**config.mk**
```make
export PLATFORM = sky130hd
export DESIGN_NAME = ham_secded_stream_decoder_flat
export DESIGN_NICKNAME = d
export VERILOG_FILES = /design/src/rtl/ham_secded_stream_decoder_pkg.sv /design/src/rtl/ham_secded_stream_decoder_if.sv /design/src/rtl/ham_secded_stream_decoder_syndrome.sv /design/src/rtl/ham_secded_stream_decoder.sv /design/src/flat_wrapper.sv
export SDC_FILE = /design/constraint.sdc
export NUM_CORES = 1
export LEC_CHECK = 0
export ABC_AREA = 0
export CORE_UTILIZATION = 40
export CTS_CLUSTER_SIZE = 10
export DETAILED_ROUTE_END_ITERATION = 10
export PLACE_DENSITY = 0.75
export SYNTH_ARGS = -nofsm -noshare
export SYNTH_HDL_FRONTEND = slang
export SYNTH_HIERARCHICAL = 1
export SYNTH_SLANG_ARGS = --single-unit
export TNS_END_PERCENT = 30
```
**constraint.sdc**
```tcl
create_clock -name clk -period 4.8 [get_ports clk]
set_input_delay 0.96 -clock clk [delete_from_list [all_inputs] [get_ports clk]]
set_output_delay 0.96 -clock clk [all_outputs]
set_load 0.05 [all_outputs]
```
**src/rtl/ham_secded_stream_decoder_pkg.sv**
```systemverilog
// Shared definitions for the Hamming SEC/SEC-DED stream decoder.
// Provides code-geometry helpers (ham_n, ham_k), the power-of-two test
// that separates parity positions from data positions, the data-bit to
// position mapping, a per-bit syndrome function and the status encoding.
package ham_pkg;

    localparam int unsigned MAX_R = 6;
    localparam int unsigned MAX_N = 63;

    typedef enum logic [1:0] {
        ST_CLEAN  = 2'd0,
        ST_SINGLE = 2'd1,
        ST_DOUBLE = 2'd2
    } status_t;

    function automatic int unsigned ham_n(input int unsigned r);
        return (32'd1 << r) - 32'd1;
    endfunction

    function automatic int unsigned ham_k(input int unsigned r);
        return ham_n(r) - r;
    endfunction

    function automatic bit is_pow2(input int unsigned x);
        return (x != 0) && ((x & (x - 32'd1)) == 0);
    endfunction

    // 0-based codeword index of data bit j (data bits fill the
    // non-power-of-two positions in ascending order).
    function automatic int unsigned data_pos(input int unsigned j);
        int unsigned pos;
        int unsigned cnt;
        pos = 0;
        cnt = 0;
        for (int unsigned i = 0; i < MAX_N; i++) begin
            if (!is_pow2(i + 1)) begin
                if (cnt == j) pos = i;
                cnt++;
            end
        end
        return pos;
    endfunction

    // Bit b of the syndrome: parity over every set position whose
    // 1-based index has bit b set.
    function automatic logic ham_syn_bit(input logic [MAX_N-1:0] code,
                                         input int unsigned b);
        logic r;
        r = 1'b0;
        for (int unsigned i = 0; i < MAX_N; i++) begin
            if ((((i + 1) >> b) & 32'd1) != 0) r ^= code[i];
        end
        return r;
    endfunction

endpackage

```
**src/rtl/ham_secded_stream_decoder_if.sv**
```systemverilog
// Codeword-in / data-out handshake bundle for the stream decoder.
//   in_valid/in_ready/in_code    : codeword stream (N+SECDED bits)
//   out_valid/out_ready          : decoded word stream
//   out_data, out_syndrome       : K data bits, R-bit syndrome
//   out_err_single/out_err_double: error classification flags
// Modport slave is the decoder side, master is the producer/consumer side.
interface ham_secded_stream_decoder_if
    import ham_pkg::*;
#(
    parameter int unsigned R      = 4,
    parameter int unsigned SECDED = 1
);
    localparam int unsigned N = ham_n(R);
    localparam int unsigned K = ham_k(R);

    logic                  in_valid;
    logic                  in_ready;
    logic [N+SECDED-1:0]   in_code;
    logic                  out_valid;
    logic                  out_ready;
    logic [K-1:0]          out_data;
    logic [R-1:0]          out_syndrome;
    logic                  out_err_single;
    logic                  out_err_double;

    modport slave (
        input  in_valid, in_code, out_ready,
        output in_ready, out_valid, out_data, out_syndrome,
               out_err_single, out_err_double
    );

    modport master (
        output in_valid, in_code, out_ready,
        input  in_ready, out_valid, out_data, out_syndrome,
               out_err_single, out_err_double
    );
endinterface

```
**src/rtl/ham_secded_stream_decoder_syndrome.sv**
```systemverilog
// Combinational syndrome / overall-parity generator.
//   code : N+SECDED codeword, code[i] is Hamming position i+1
//   s    : R-bit syndrome (XOR of positions of all set bits)
//   p    : overall parity when SECDED=1; |s when SECDED=0
module ham_syndrome
    import ham_pkg::*;
#(
    parameter int unsigned R      = 4,
    parameter int unsigned SECDED = 1
) (
    input  logic [ham_n(R)+SECDED-1:0] code,
    output logic [R-1:0]               s,
    output logic                       p
);
    localparam int unsigned N = ham_n(R);

    logic [MAX_N-1:0] padded;

    always_comb begin
        padded        = '0;
        padded[N-1:0] = code[N-1:0];
        for (int unsigned b = 0; b < R; b++) begin
            s[b] = ham_syn_bit(padded, b);
        end
        p = (SECDED != 0) ? ^code : |s;
    end
endmodule

```
**src/rtl/ham_secded_stream_decoder.sv**
```systemverilog
// Two-stage pipelined Hamming(2^R-1) SEC / SEC-DED stream decoder.
//   clk, rst_n        : clock, synchronous active-low reset
//   bus (slave)       : codeword in / decoded word out handshakes
//   cnt_clr           : synchronous clear of both counters (beats increment)
//   cnt_corrected     : saturating count of delivered words with err_single
//   cnt_uncorrectable : saturating count of delivered words with err_double
module ham_secded_stream_decoder
    import ham_pkg::*;
#(
    parameter int unsigned R      = 4,
    parameter int unsigned SECDED = 1,
    parameter int unsigned CNT_W  = 16
) (
    input  logic                       clk,
    input  logic                       rst_n,
    ham_secded_stream_decoder_if.slave bus,
    input  logic                       cnt_clr,
    output logic [CNT_W-1:0]           cnt_corrected,
    output logic [CNT_W-1:0]           cnt_uncorrectable
);
    localparam int unsigned K = ham_k(R);

    logic [R-1:0] syn_s;
    logic         syn_p;
    logic [K-1:0] in_data;

    logic         s1_valid;
    logic [K-1:0] s1_data;
    logic [R-1:0] s1_syn;
    logic         s1_par;

    logic         s2_valid;
    logic [K-1:0] s2_data;
    logic [R-1:0] s2_syn;
    logic         s2_single;
    logic         s2_double;

    logic         s1_load;
    logic         s2_load;
    logic         out_fire;
    logic         flip;
    status_t      status;
    logic [K-1:0] fixed_data;

    ham_syndrome #(.R(R), .SECDED(SECDED)) u_syndrome (
        .code (bus.in_code),
        .s    (syn_s),
        .p    (syn_p)
    );

    assign s2_load  = !s2_valid || bus.out_ready;
    assign s1_load  = !s1_valid || s2_load;
    assign out_fire = s2_valid && bus.out_ready;

    // Stage 1 keeps only the data positions of the codeword; correction
    // in stage 2 is applied by matching each data bit's position against S.
    always_comb begin
        in_data = '0;
        for (int unsigned j = 0; j < K; j++) begin
            in_data[j] = bus.in_code[data_pos(j)];
        end
    end

    // With SECDED=0 the syndrome block reports p=|s, so the same decision
    // tree yields single-only classification and never flags double.
    always_comb begin
        flip   = 1'b0;
        status = ST_CLEAN;
        if (s1_par) begin
            status = ST_SINGLE;
            flip   = (s1_syn != '0);
        end else if (s1_syn != '0) begin
            status = ST_DOUBLE;
        end
        fixed_data = '0;
        for (int unsigned j = 0; j < K; j++) begin
            fixed_data[j] = s1_data[j] ^ (flip && (s1_syn == R'(data_pos(j) + 1)));
        end
    end

    always_ff @(posedge clk) begin
        if (!rst_n) begin
            s1_valid  <= 1'b0;
            s1_data   <= '0;
            s1_syn    <= '0;
            s1_par    <= 1'b0;
            s2_valid  <= 1'b0;
            s2_data   <= '0;
            s2_syn    <= '0;
            s2_single <= 1'b0;
            s2_double <= 1'b0;
        end else begin
            if (s1_load) begin
                s1_valid <= bus.in_valid;
                s1_data  <= in_data;
                s1_syn   <= syn_s;
                s1_par   <= syn_p;
            end
            if (s2_load) begin
                s2_valid <= s1_valid;
                if (s1_valid) begin
                    s2_data   <= fixed_data;
                    s2_syn    <= s1_syn;
                    s2_single <= (status == ST_SINGLE);
                    s2_double <= (status == ST_DOUBLE);
                end
            end
        end
    end

    always_ff @(posedge clk) begin
        if (!rst_n || cnt_clr) begin
            cnt_corrected     <= '0;
            cnt_uncorrectable <= '0;
        end else begin
            if (out_fire && s2_single && (cnt_corrected != '1))
                cnt_corrected <= cnt_corrected + CNT_W'(1);
            if (out_fire && s2_double && (cnt_uncorrectable != '1))
                cnt_uncorrectable <= cnt_uncorrectable + CNT_W'(1);
        end
    end

    assign bus.in_ready       = s1_load;
    assign bus.out_valid      = s2_valid;
    assign bus.out_data       = s2_data;
    assign bus.out_syndrome   = s2_syn;
    assign bus.out_err_single = s2_single;
    assign bus.out_err_double = s2_double;
endmodule

```
**src/flat_wrapper.sv**
```systemverilog
// flat-port wrapper written by rule: the top's interface ports become plain ports
module ham_secded_stream_decoder_flat import ham_pkg::*;
#(
    parameter int unsigned R      = 4,
    parameter int unsigned SECDED = 1,
    parameter int unsigned CNT_W  = 16
)
  (clk, rst_n, cnt_clr, cnt_corrected, cnt_uncorrectable, bus_in_valid, bus_in_code, bus_out_ready, bus_in_ready, bus_out_valid, bus_out_data, bus_out_syndrome, bus_out_err_single, bus_out_err_double);
  ham_secded_stream_decoder_if #(.R(R), .SECDED(SECDED)) bus_i ();
  input  logic clk;
  input  logic rst_n;
  input  logic cnt_clr;
  output logic [CNT_W-1:0] cnt_corrected;
  output logic [CNT_W-1:0] cnt_uncorrectable;
  input wire logic [$bits(bus_i.in_valid)-1:0] bus_in_valid;
  input wire logic [$bits(bus_i.in_code)-1:0] bus_in_code;
  input wire logic [$bits(bus_i.out_ready)-1:0] bus_out_ready;
  output wire logic [$bits(bus_i.in_ready)-1:0] bus_in_ready;
  output wire logic [$bits(bus_i.out_valid)-1:0] bus_out_valid;
  output wire logic [$bits(bus_i.out_data)-1:0] bus_out_data;
  output wire logic [$bits(bus_i.out_syndrome)-1:0] bus_out_syndrome;
  output wire logic [$bits(bus_i.out_err_single)-1:0] bus_out_err_single;
  output wire logic [$bits(bus_i.out_err_double)-1:0] bus_out_err_double;
  assign bus_i.in_valid = bus_in_valid;
  assign bus_i.in_code = bus_in_code;
  assign bus_i.out_ready = bus_out_ready;
  assign bus_in_ready = bus_i.in_ready;
  assign bus_out_valid = bus_i.out_valid;
  assign bus_out_data = bus_i.out_data;
  assign bus_out_syndrome = bus_i.out_syndrome;
  assign bus_out_err_single = bus_i.out_err_single;
  assign bus_out_err_double = bus_i.out_err_double;
  ham_secded_stream_decoder #(.R(R), .SECDED(SECDED), .CNT_W(CNT_W)) u_core (.clk(clk), .rst_n(rst_n), .bus(bus_i), .cnt_clr(cnt_clr), .cnt_corrected(cnt_corrected), .cnt_uncorrectable(cnt_uncorrectable));
endmodule
```
# Yosys cells after proc, flatten, opt, wreduce, memory -nomap -nowiden
# Cells that the tools add are included.
# Widths: inputs -> output; s select.
[word_totals]
wordCells = 95
output_inout_bits = 51
input_bits = 21
n_memories = 0
regBits = 67
rom_bits = 0
latchBits = 0
mem_bits_rw = 0
[classes]
magnitude_cmp = 0
n_eq_ne = 15
muxes = 3
shift = 0
mul = 0
n_addsub = 2
reduce_logical = 25
div_mod_pow = 0
n_bitwise = 39
[ops]
columns = ["cell", "count"]
rows = [
  ["$xor 1x1->1", 39],
  ["$add 16x1->16 const B", 2],
  ["$ne 16x16->1 const B", 2],
  ["$eq 4x4->1 const B", 7],
  ["$logic_and 1x1->1", 16],
  ["$reduce_xor 16->1", 1],
  ["$eq 4x3->1 const B", 3],
  ["$eq 4x2->1 const B", 1],
  ["$mux 2", 2],
  ["$reduce_bool 4->1", 1],
  ["$logic_not 1->1", 3],
  ["$logic_or 1x1->1", 3],
  ["$eq 2x1->1 const B", 1],
  ["$eq 2x2->1 const B", 1],
  ["$reduce_and 2->1", 1],
  ["$mux 1", 1],
]

# Longest topological paths before layout
# Gate-level depths: netlist (run 1).
[depth]
word_depth = 7
mapped_depth = 7
ltp_nobuf = 5

# By module
# The synthesis (run 1) kept the hierarchy.
[modules_own_cells]
columns = ["mod", "cells_each", "seq_area_each_um2", "area_per_inst_um2", "n_inst"]
rows = [
  ["ham_secded_stream_decoder", 362, 1341.3, 2999.1, 1],
  ["ham_syndrome", 25, 0.0, 315.3, 1],
]

# Worst setup path before layout (run 1)
# OpenSTA, ideal clock, no wires.
[synth_path]
path_type = "in2out"
from = "input port bus_out_ready"
to = "output port bus_in_ready"
required_time_ns = 3.840
stages = 5
arrival_ns = 2.108
setup_slack_ns = 1.732
n_path_buf = 2
cell_sequence = "nor2b_1 -> and2_1 -> clkbuf_1 -> clkinv_1 -> buf_1"
[synth_via]
elab_chain_cells = 2
[synth_lines]
columns = ["item", "line", "text"]
rows = [
  ["from (decl)", "flat_wrapper.sv:17", "input wire logic [$bits(bus_i.out_ready)-1:0] bus_out_ready;"],
  ["$logic_or 1x1->1", "ham_secded_stream_decoder.sv:51", "assign s2_load = !s2_valid || bus.out_ready;"],
  ["$logic_or 1x1->1", "ham_secded_stream_decoder.sv:52", "assign s1_load = !s1_valid || s2_load;"],
  ["to (decl)", "flat_wrapper.sv:18", "output wire logic [$bits(bus_i.in_ready)-1:0] bus_in_ready;"],
]
# Every way passes these cells.

# Worst setup path after layout (run 1)
# Ends and elaborated chain as after synthesis.

==> summary.md, run 1 <==
| Metric | Value |
|---|---|
| Sequential share of the synthesized area | 0.405 |
| Period utilisation layout | 0.784 |
| Net total in the final layout | 481 |
| Uppermost signal routing layer after detailed routing | met4 |
| Reg-to-reg critical path endpoint | u_core/cnt_corrected[2] |
| Origin of the worst min-delay path | u_core/s1_data[8] |
| Worst setup margin | 1.04 ns |
| Launch point of the critical path | bus_out_ready |
| FF-to-FF path depth | 5 |
| Number of antenna-violating nets in the routed design | 0 |
| Wirelength, routed | 7.86 mm |
| Hold-fix buffers at CTS | 0 |
| Number of port buffers | slightly above 70 |
| TritonCTS clock tree | built |
| Most used flip-flop cell after synthesis | dfxtp_1 |
| Antenna violations before repair | 0 |
| Layout filler cell count | between 700 and 800 |
| Power share of the clock group | 0.363 |
| Initial Util | 0.420 |
| Final Critical Period | 3.76 ns |
| Clock slew at the register clock pins of the worst setup and hold paths | 0.07 ns |
| Biggest area contributors in the synthesized netlist | dfxtp_1, a21oi_1, xnor2_1 |
| Post-Syn Area | between 3000 and 4000 um^2 |
| Number of vias in the routed layout | 3,095 |
| Area share of the leading cell type in the synthesized netlist | 0.405 |
| Clk buf depth | 2 |
| Cell-by-cell trace of the critical path | clkdlybuf4s50_1 > nor2b_1 > and2_1 > clkinv_1 > clkdlybuf4s50_1 |
| Number of search-and-repair iterations in the first detailed-routing pass | 4 |
| Final cell count without fillers | 565 |
| Logic depth of the worst setup path including buffers | 5 |
| Critical-path top delay cell | clkdlybuf4s50_1 |
| Kind of path behind the tightest hold check | reg2reg |
| GRT Resource Usage Total | 0.194 |
| Mean area per synthesized cell | ~8.6 um^2 |
| WL met2 | 3.72 mm |
| Die Outline Area | about 8700 um^2 |
| CP arrival | 2.80 ns |
| Xor/xnor share of the synthesized area | 0.129 |
| Cell with the most instances on the worst path | clkdlybuf4s50_1 |
| Vias in the first global route | 2,820 |
| Run status | finished, final reports clean |
| Cts bufs inserted | 9 |
| Hold-critical path depth | 2 |
| Worst relative slew slack | 0.290 |
| Worst slack on hold paths | 0.469 ns |
| Total power | 1340 uW |
| Power density cells | 309 nW/um^2 |
| Area share of and/or/nand/nor cells after synthesis | 0.250 |
| Kind of capture point of the worst setup path | output pin |
| Number of cells produced by synthesis | about 390 |
| Area growth from synthesis to layout | 31.0% |
| Number of nets in the synthesized netlist | slightly above 400 |
| Global-route wire length before repair | 13.4 mm |
| Synth warnings | 6 |
| Crit path largest cell delay | around 0.72 ns |
| Cell count after placement | 549 |
| Worst slew pin tran | 1.06 ns |
| Minimum setup slack after placement | 1.07 ns |
| Core box area | 7890 um^2 |
| Terminating pin of the worst hold path | u_core/s1_data[8] |
| Overall die height | 93.0 um |
| Register area | around 1300 um^2 |
| Horizontal die dimension | 93.0 um |
| Max cap viols | 0 |
| Share of async-settable or async-resettable flops after synthesis | 0 |
| Adder-Cell Fraction of Synth Area | 0.00755 |
| Flop2flop setup slack | about 2.6 ns |
| Max Transition Viols Final | 0 |
| Number of buffers inserted by post-CTS setup repair | 0 |
| Dominant delay contributor by cell family on the critical path | buffers and inverters |
| DRC violation count after routing | 0 |
| Unrepaired setup endpoints after global routing | false |
| Clk Latency, worst-skew pair | ~0.33 ns |
| FF+latch count, synth | 67 |
| Maximum number of pins on one net before global-route repair | 29 |
| Share of final-layout standard cells stronger than drive strength 1 | 0.0670 |
| Cell type with the largest total area after synthesis | dfxtp_1 |
| Clock tree sinks | 67 |
| Achievable Freq | 266 MHz |
| Maximum level of the CTS H-tree | 3 |
| Count of distinct cell types in the synthesized netlist | 52 |
| Fraction of power spent switching nets | 0.273 |
| Net Switching | between 300 and 400 uW |
| Via-per-instance ratio | 5.48 |
| Worst R2R Start | u_core/cnt_corrected[0] |
| Required time of the critical path | 3.84 ns |
| Type of the setup path with the least slack | in2out |
| HPWL reported at the end of detailed placement | 5.78 mm |
| Length of routed wiring on met1 | between 3 and 4 mm |
| Maximum fanout encountered on the critical timing path | 6 |
| Multi-input combinational cell area | 1900 um^2 |
| Critical path launch point type | input pin |
| Initial DRC Count | between 150 and 200 |
| Clock Skew | 0.0102 ns |
| Number of placement rows | 32 |
| Dominant combinational cell family by area after synthesis | simple AND/OR/NAND/NOR gates |
| Total met3 wirelength after detailed routing | 376 um |
| Number of gates resized after CTS | 0 |
| Clock Tree Root | clkbuf_8 |
| Final setup vio count | 0 |
| Post-synth EDFFs | 0 |
| Number of primary I/O pins | 72 |
| WL/cell | 13.9 um |
| Mux share of post-synthesis cell area | 0.0242 |
| Antenna diode count | 0 |
| Leakage power of the design | roughly 0.0015 uW |
| Design internal power | 976 uW |
| Final hold violation count | 0 |
| Logic gate share of total power | 0.175 |
| Bufs and invs on worst path | 3 |
| Peak supply drop | 0.150 mV |
| Leading cell types by count after synthesis | dfxtp_1, nand2_1, a21oi_1, nor2_1, xnor2_1 |
| Part of the power in registers | 0.462 |
| Total negative slack | 0 ns |
| Post-synthesis compound-gate area fraction | 0.162 |
| Routability Congestion | 0.844 |
| Remaining Overflow, GRT | 0 |
| Cell with the most instances after synthesis | dfxtp_1 |
-- sequential cells by signal, indices dropped and copies added (netlist names) --
| register | count |
|---|---|
| u_core/cnt_corrected | 16 |
| u_core/cnt_uncorrectable | 16 |
| u_core/bus.out_data | 11 |
| u_core/s1_data | 11 |
| u_core/bus.out_syndrome | 4 |
| u_core/s1_syn | 4 |
| u_core/bus.out_err_double | 1 |
| u_core/bus.out_err_single | 1 |
| u_core/bus.out_valid | 1 |
| u_core/s1_par | 1 |
| u_core/s1_valid | 1 |
-- power by group through the flow --
stage | clock (uW) | sequential [uW] | combinational, uW
floorplan | 0 | 662 | 129
global placement | 0 | 631 | 230
detailed placement | 0 | 632 | 233
CTS | 498 | 619 | 235
global route | 528 | 625 | 254
finish | 486 | 620 | 235
-- kinds of logic after synthesis --
| family | count (synthesis) |
|---|---|
| compound gates | 91 |
| xor+xnor | 38 |
| fa+ha+maj | 2 |
| buf+inv | 20 |
| flops | 67 |
| mux | 8 |
| simple gates | 161 |
-- worst reg2reg max path, stage by stage (launching register included) --
cell,delay [ns]
dfxtp_1,0.45
ha_1,0.29
nand3_1,0.25
nor4_2,0.75
nor2_1,0.12
a311oi_1,0.28
-- metal layers --
layer | track usage | vias up
met3 | 0.0463 | 6
met1 | 0.253 | 1444
met2 | 0.311 | 95
met5 | 0 | -
met4 | 0.0667 | 0
li1 | - | 1550
-- worst max path at each step --
stage | slack [ns] | end
after global routing | 0.93 | bus_in_ready
final | 1.04 | bus_in_ready
after detailed placement | 1.07 | bus_in_ready
after CTS | 1.05 | bus_in_ready
after global placement | 1.04 | bus_in_ready
after floorplan | 1.73 | bus_in_ready
-- cell type report --
class | count | share of cell area
multi-input combinational | 300 | 0.438
sequential | 67 | 0.309
timing repair buffer | 75 | 0.171
clock buffer | 12 | 0.0381
tap | 102 | 0.0294
clock inverter | 4 | 0.0110
inverter | 5 | 0.00432
-- cells in the final DEF, fill, tap and decap left out, types with 2 or more instances in the layout --
| master | instances |
|---|---|
| clkdlybuf4s50_1 | 71 |
| dfxtp_1 | 67 |
| nand2_1 | 45 |
| a21oi_1 | 41 |
| nor2_1 | 34 |
| xnor2_1 | 23 |
| o21ai_0 | 21 |
| nand4_1 | 13 |
| clkbuf_8 | 12 |
| nand3_1 | 12 |
| nor3_1 | 10 |
| mux2i_1 | 8 |
| xor2_1 | 8 |
| or3_1 | 8 |
| a31oi_1 | 7 |
| nor4_1 | 6 |
| or4_1 | 6 |
| and3_1 | 5 |
| o31ai_1 | 5 |
| nand2b_1 | 4 |
| a211oi_1 | 4 |
| buf_4 | 4 |
| xnor3_1 | 4 |
| nor2b_1 | 3 |
| o41ai_1 | 3 |
| inv_1 | 3 |
| clkinv_2 | 2 |
| and4_1 | 2 |
| o21a_1 | 2 |
| a41o_1 | 2 |
| nand3b_1 | 2 |
| ha_1 | 2 |
-- per-stage QoR --
stage | instance area [um^2] | util
6_report | 4340 | 0.550
5_1_grt | 4340 | 0.550
4_1_cts | 4340 | 0.550
3_5_place_dp | 4130 | 0.523
3_3_place_gp | 4130 | 0.523
2_1_floorplan | 3310 | -
No activity file was read; power rests on OpenSTA's default activity.
==> run 2, diff against run 1 <==
--- a/config.mk
+++ b/config.mk
@@ -9,7 +9,7 @@
 export CORE_UTILIZATION = 40
 export CTS_CLUSTER_SIZE = 10
 export DETAILED_ROUTE_END_ITERATION = 10
-export PLACE_DENSITY = 0.75
+export PLACE_DENSITY = 0.78
 export SYNTH_ARGS = -nofsm -noshare
 export SYNTH_HDL_FRONTEND = slang
 export SYNTH_HIERARCHICAL = 1
==> constraint.sdc (replaced) <==
create_clock -name clk -period 3.3 [get_ports clk]
set_input_delay 0.66 -clock clk [delete_from_list [all_inputs] [get_ports clk]]
set_output_delay 0.66 -clock clk [all_outputs]
set_load 0.05 [all_outputs]
==> run 2 against run 1 <==
Register-to-register slack worse by 1.5 ns; setup slack worse by 0.41 ns; critical path depth stayed put; clock-buffer cell count is 2 lower; cell count is 0.35% higher; clock skew is 0.0016 ns lower; core utilization is 0.94 points higher; sequential share of layout area is 0.52 points lower; total power is 62% higher; sequential power is 46% higher; highest routed layer unchanged; via count is 2.0% higher.
==> summary.md, run 2 (synthesized netlist as in run 1, its figures left out) <==
| Metric | Value |
|---|---|
| Run status | finished, final reports clean |
| Power density cells | 492 nW/um^2 (+59%) |
| Length of routed wiring on met1 | 3.56 mm (-3.2%) |
| Worst slew pin tran | 0.804 ns (-0.256 ns) |
| Global-route wire length before repair | 13.6 mm (+1.9%) |
| Register area | 1340 um^2 (unchanged) |
| Kind of capture point of the worst setup path | output pin |
| Logic gate share of total power | 0.157 (-0.018) |
| Remaining Overflow, GRT | 0 (unchanged) |
| Highest-count cells in the layout ignoring fill and taps | clkdlybuf4s50_1, dfxtp_1, nand2_1 |
| Unrepaired setup endpoints after global routing | false |
| Number of port buffers | 71 (unchanged) |
| Uppermost signal routing layer after detailed routing | met4 |
| Fraction of power spent switching nets | 0.257 (-0.0155) |
| Share of the core filled with cells | 0.560 (+0.00936) |
| Vias in the first global route | 2,929 (+3.9%) |
| Terminating pin of the worst hold path | u_core/s1_data[8] |
| Clk buf depth | 2 (unchanged) |
| Cts bufs inserted | 9 (unchanged) |
| Antenna diode count | 0 (unchanged) |
| DRC violation count after routing | 0 (unchanged) |
| Maximum number of pins on one net before global-route repair | 26 (-10%) |
| Layout filler cell count | 725 (+0.97%) |
| Max Transition Viols Final | 0 (unchanged) |
| Type of the setup path with the least slack | in2out |
| Number of placement rows | 32 (unchanged) |
| CP arrival | 2.01 ns (-0.79 ns) |
| HPWL reported at the end of detailed placement | 5.86 mm (+1.3%) |
| Power share of the clock group | 0.425 (+0.062) |
| Flop2flop setup slack | 1.06 ns (-1.49 ns) |
| Area growth from synthesis to layout | 33.2% |
| Via-per-instance ratio | 5.57 (+1.7%) |
| Antenna violations before repair | 0 (unchanged) |
| Largest regs | u_core/cnt_corrected x16, u_core/cnt_uncorrectable x16 |
| Core box area | 7890 um^2 (unchanged) |
| Wirelength, routed | 8.08 mm (+2.9%) |
| Net total in the final layout | 483 (+0.42%) |
| Total negative slack | 0 ns (unchanged) |
| Clock Tree Root | clkbuf_8 |
| Critical path launch point type | input pin |
| Maximum level of the CTS H-tree | 3 (unchanged) |
| WL/cell | 14.3 um (+2.5%) |
| Die Outline Area | 8650 um^2 (unchanged) |
| Net Switching | 558 uW (+53%) |
| Number of search-and-repair iterations in the first detailed-routing pass | 5 (+1) |
| Total power | 2170 uW (+62%) |
| GRT Resource Usage Total | 0.199 (+0.00543) |
| Max cap viols | 0 (unchanged) |
| Peak supply drop | 0.225 mV (+50%) |
| Multi-input combinational cell area | 1900 um^2 (unchanged) |
| Number of antenna-violating nets in the routed design | 0 (unchanged) |
| Worst R2R Start | u_core/cnt_corrected[0] |
| Most common cell after layout, fill and taps aside | clkdlybuf4s50_1 |
| Worst setup margin | 0.631 ns (-0.407 ns) |
| Reg-to-reg critical path endpoint | u_core/cnt_corrected[2] |
| Initial Util | 0.420 (unchanged) |
| Overall die height | 93.0 um (unchanged) |
| Leakage power of the design | 0.00154 uW (+2.2%) |
| Final hold violation count | 0 (unchanged) |
| Clock tree sinks | 67 (unchanged) |
| Minimum setup slack after placement | 0.442 ns (-0.623 ns) |
| Routability Congestion | 0.863 (+2.3%) |
| Worst relative slew slack | 0.459 (+0.170) |
| Maximum fanout encountered on the critical timing path | 6 (unchanged) |
| Design internal power | 1610 uW (+65%) |
| Part of the power in registers | 0.417 (-0.045) |
| Number of buffers inserted by post-CTS setup repair | 0 (unchanged) |
| Period utilisation layout | 0.809 |
| Final Critical Period | approximately 2.7 ns |
| Kind of path behind the tightest hold check | reg2reg |
| Number of primary I/O pins | 72 (unchanged) |
| Total met3 wirelength after detailed routing | 488 um (+30%) |
| Cell count after placement | 551 (+0.36%) |
| Clk Latency, worst-skew pair | 0.35 ns (+0.02 ns) |
| Hold-critical path depth | 2 (unchanged) |
| Final setup vio count | 0 (unchanged) |
| Final cell count without fillers | 567 (+0.35%) |
| Origin of the worst min-delay path | u_core/s1_data[8] |
| Number of gates resized after CTS | 0 (unchanged) |
| Hold-fix buffers at CTS | 0 (unchanged) |
| FF-to-FF path depth | 5 (unchanged) |
| Number of vias in the routed layout | 3,158 (+2.0%) |
| TritonCTS clock tree | built |
| Required time of the critical path | 2.64 ns (-1.20 ns) |
| Horizontal die dimension | 93.0 um (unchanged) |
| WL met2 | 3.88 mm (+4.4%) |
| Achievable Freq | 375 MHz |
| Initial DRC Count | 253 (+48%) |
| Share of final-layout standard cells stronger than drive strength 1 | 0.0731 (+0.00616) |
| Clock Skew | 0.00860 ns (-0.00161 ns) |
| Clock slew at the register clock pins of the worst setup and hold paths | 0.07 ns (about the same) |
==> run 2: cell count changes in the layout (fill, tap and decap cells not counted) <==
cell / before / now
buf_4: 4 / 7
bufinv_16: 1 / 4
clkbuf_8: 12 / 10
clkinv_2: 2 / 0
clkdlybuf4s50_1: 71 / 70
clkinv_4: 0 / 1
==> run 2: worst max-delay path: stages <==
cell and delay, ns:
clkdlybuf4s50_1 0.55, nor2b_1 0.27, and2_1 0.20, clkinv_1 0.12, buf_4 0.21
==> run 2: worst max path at each step <==
stage	from	end	slack (ns)
CTS	bus_out_ready	bus_in_ready	0.63
detailed placement	bus_out_ready	u_core/cnt_uncorrectable[15]	0.44
global placement	bus_out_ready	u_core/cnt_uncorrectable[15]	0.51
floorplan	u_core/bus.out_valid	bus_in_ready	0.70
global route	bus_out_ready	bus_in_ready	0.54
finish	bus_out_ready	bus_in_ready	0.63
==> run 2: power by group through the flow <==
stage	Combinational, uW	Clock [uW]	Sequential [uW]
6_report	342	923	905
5_1_grt	371	977	914
4_1_cts	344	932	905
3_5_place_dp	340	0	921
3_3_place_gp	334	0	918
2_1_floorplan	187	0	963
==> run 2: routing by layer <==
layer / track usage / vias to the layer above
li1: - / 1555
met1: 0.244 / 1474
met2: 0.332 / 113
met3: 0.0512 / 16
met4: 0.0795 / 0
met5: 0 / -
==> run 2: final cells by class <==
type,instances,area share
inverter,5,0.00425
sequential,67,0.304
clock buffer,10,0.0312
timing repair buffer,77,0.171
multi-input combinational,300,0.430
tap,102,0.0289
clock inverter,6,0.0309
==> run 2: through the flow <==
step                      cell area [um^2]  hold WS (ns)
after global placement                4140         0.450
after floorplan                       3310         0.444
after detailed placement              4140         0.458
final                                 4410         0.469
after global routing                  4410         0.493
after CTS                             4410         0.472
==> run 3, diff against run 2 <==
--- a/config.mk
+++ b/config.mk
@@ -9,7 +9,7 @@
 export CORE_UTILIZATION = 40
 export CTS_CLUSTER_SIZE = 10
 export DETAILED_ROUTE_END_ITERATION = 10
-export PLACE_DENSITY = 0.78
+export PLACE_DENSITY = 0.75
 export SYNTH_ARGS = -nofsm -noshare
 export SYNTH_HDL_FRONTEND = slang
 export SYNTH_HIERARCHICAL = 1
==> constraint.sdc (replaced) <==
create_clock -name clk -period 2.75 [get_ports clk]
set_input_delay 0.55 -clock clk [delete_from_list [all_inputs] [get_ports clk]]
set_output_delay 0.55 -clock clk [all_outputs]
set_load 0.05 [all_outputs]
==> run 3 against run 2 <==
Sequential share of layout area rose by 0.45 points; die area did not move; flip-flop and latch count did not move; setup slack got worse by 0.38 ns; cell count rose by 0.35%; global-route usage fell by 0.65 points; total power rose by 1.5%; critical endpoint unchanged; highest routed layer unchanged.
==> summary.md, run 3 (synthesized netlist as in run 1, its figures left out) <==
| Metric | Value |
|---|---|
| Routability Congestion | 0.827 (-4.2%) |
| Clk Latency, worst-skew pair | 0.33 ns (-0.02 ns) |
| Achievable Freq | around 400 MHz |
| GRT Resource Usage Total | 0.193 (-0.00647) |
| Clock Tree Root | clkbuf_8 |
| Total power | 2200 uW (+1.5%) |
| Largest regs | u_core/cnt_corrected x16, u_core/cnt_uncorrectable x16 |
| WL/cell | 13.9 um (-2.3%) |
| Highest-count cells in the layout ignoring fill and taps | clkdlybuf4s50_1, dfxtp_1, nand2_1 |
| Number of gates resized after CTS | 0 (unchanged) |
| Worst slew pin tran | 0.663 ns (-0.141 ns) |
| Die Outline Area | 8650 um^2 (unchanged) |
| Number of port buffers | 71 (unchanged) |
| Maximum fanout encountered on the critical timing path | 6 (unchanged) |
| Horizontal die dimension | 93.0 um (unchanged) |
| Period utilisation layout | 0.907 |
| Number of buffers inserted by post-CTS setup repair | 0 (unchanged) |
| HPWL reported at the end of detailed placement | 5.81 mm (-0.75%) |
| Unrepaired setup endpoints after global routing | false |
| Minimum setup slack after placement | 0.124 ns (-0.318 ns) |
| Type of the setup path with the least slack | in2out |
| TritonCTS clock tree | built |
| Number of antenna-violating nets in the routed design | 0 (unchanged) |
| Kind of path behind the tightest hold check | reg2reg |
| Cell Area, Placed | 4180 um^2 (+1.0%) |
| Number of search-and-repair iterations in the first detailed-routing pass | 4 (-1) |
| Max cap viols | 0 (unchanged) |
| Run status | finished, final reports clean |
| Antenna diode count | 0 (unchanged) |
| Kind of capture point of the worst setup path | output pin |
| Hold-fix buffers at CTS | 0 (unchanged) |
| Worst relative slew slack | 0.554 (+0.0945) |
| Remaining Overflow, GRT | 0 (unchanged) |
| Leakage power of the design | 0.00152 uW (-1.2%) |
| Post-route standard cell area excluding fillers | 4350 um^2 (-1.5%) |
| Overall die height | 93.0 um (unchanged) |
| Flop2flop setup slack | 0.73 ns (-0.33 ns) |
| Cts bufs inserted | 9 (unchanged) |
| Required time of the critical path | 2.20 ns (-0.44 ns) |
| Share of the core filled with cells | 0.551 (-0.00825) |
| Core box area | 7890 um^2 (unchanged) |
| Peak supply drop | 0.223 mV (-0.78%) |
| Maximum number of pins on one net before global-route repair | 26 (unchanged) |
| Vias in the first global route | 2,845 (-2.9%) |
| Net total in the final layout | 487 (+0.83%) |
| Most common cell after layout, fill and taps aside | clkdlybuf4s50_1 |
| Max Transition Viols Final | 0 (unchanged) |
| CP arrival | 1.94 ns (-0.07 ns) |
| DRC violation count after routing | 0 (unchanged) |
| Maximum level of the CTS H-tree | 3 (unchanged) |
| Number of placement rows | 32 (unchanged) |
| Clock slew at the register clock pins of the worst setup and hold paths | 0.07 ns (about the same) |
| Final hold violation count | 0 (unchanged) |
| Initial DRC Count | 227 (-10%) |
| Final setup vio count | 0 (unchanged) |
| Share of final-layout standard cells stronger than drive strength 1 | 0.0771 (+0.00397) |
| Critical path launch point type | input pin |
| Area growth from synthesis to layout | 31.2% |
| Global-route wire length before repair | 13.4 mm (-1.9%) |
| Power density cells | 506 nW/um^2 (+3.0%) |
| Number of primary I/O pins | 72 (unchanged) |
| Clock Skew | 0.00784 ns (-0.000756 ns) |
| Final Critical Period | 2.49 ns |
| Clock tree sinks | 67 (unchanged) |
| Total negative slack | 0 ns (unchanged) |
| Antenna violations before repair | 0 (unchanged) |
| Worst setup margin | 0.255 ns (-0.376 ns) |
| Initial Util | 0.420 (unchanged) |
| Wirelength, routed | 7.92 mm (-2.0%) |
| Via-per-instance ratio | 5.50 (-1.3%) |
| Clk buf depth | 2 (unchanged) |
| Number of vias in the routed layout | 3,129 (-0.92%) |
-- run 3: changes by cell type in the layout (fill, tap and decap cells not counted), sizes merged --
cell,previous run,this run
clkinvlp,1,0
bufinv,4,0
clkinv,2,4
clkbuf,10,11
buf,7,11
-- run 3: critical path: stages --
cell	delay, ns
clkdlybuf4s50_1	0.53
nor2b_1	0.29
and2_1	0.21
clkinv_1	0.14
buf_4	0.22
-- run 3: where the power goes --
group	switching [uW]	total, uW	leakage (uW)	internal, uW
sequential	62.8	1080	0.000547	1020
clock	342	703	0.0000908	361
combinational	217	414	0.000884	197
total	622	2200	0.00152	1580
-- run 3: stage by stage --
stage,hold slack [ns],instances
3_5_place_dp,0.459,555
6_report,0.463,569
3_3_place_gp,0.453,555
4_1_cts,0.466,569
5_1_grt,0.492,569
2_1_floorplan,0.444,387
-- run 3: cell type report --
class	count	area (um^2)
inverters	5	18.8
repair buffers	81	796
fillers	730	3540
well taps	102	128
clock inverters	3	15.0
flip-flops and latches	67	1340
multi-input cells	300	1900
clock buffers	11	151
-- run 3: final timing paths --
kind / startpoint / to / depth (start not counted)
worst max-delay path: bus_out_ready / bus_in_ready / 5
worst min-delay path: u_core/s1_data[7] / u_core/s1_data[7] / 2
worst max register to register: u_core/cnt_uncorrectable[6] / u_core/cnt_uncorrectable[15] / 4
worst min register to register: u_core/s1_data[7] / u_core/s1_data[7] / 2
-- run 3: layer usage --
| layer | part of all wire | track usage | routed length (um) | vias up |
|---|---|---|---|---|
| met1 | 0.46 | 0.255 | 3640 | 1437 |
| met3 | 0.060 | 0.0309 | 477 | 14 |
| met2 | 0.46 | 0.307 | 3670 | 117 |
| li1 | - | - | - | 1561 |
| met5 | 0 | 0 | 0 | - |
| met4 | 0.017 | 0.0872 | 137 | 0 |
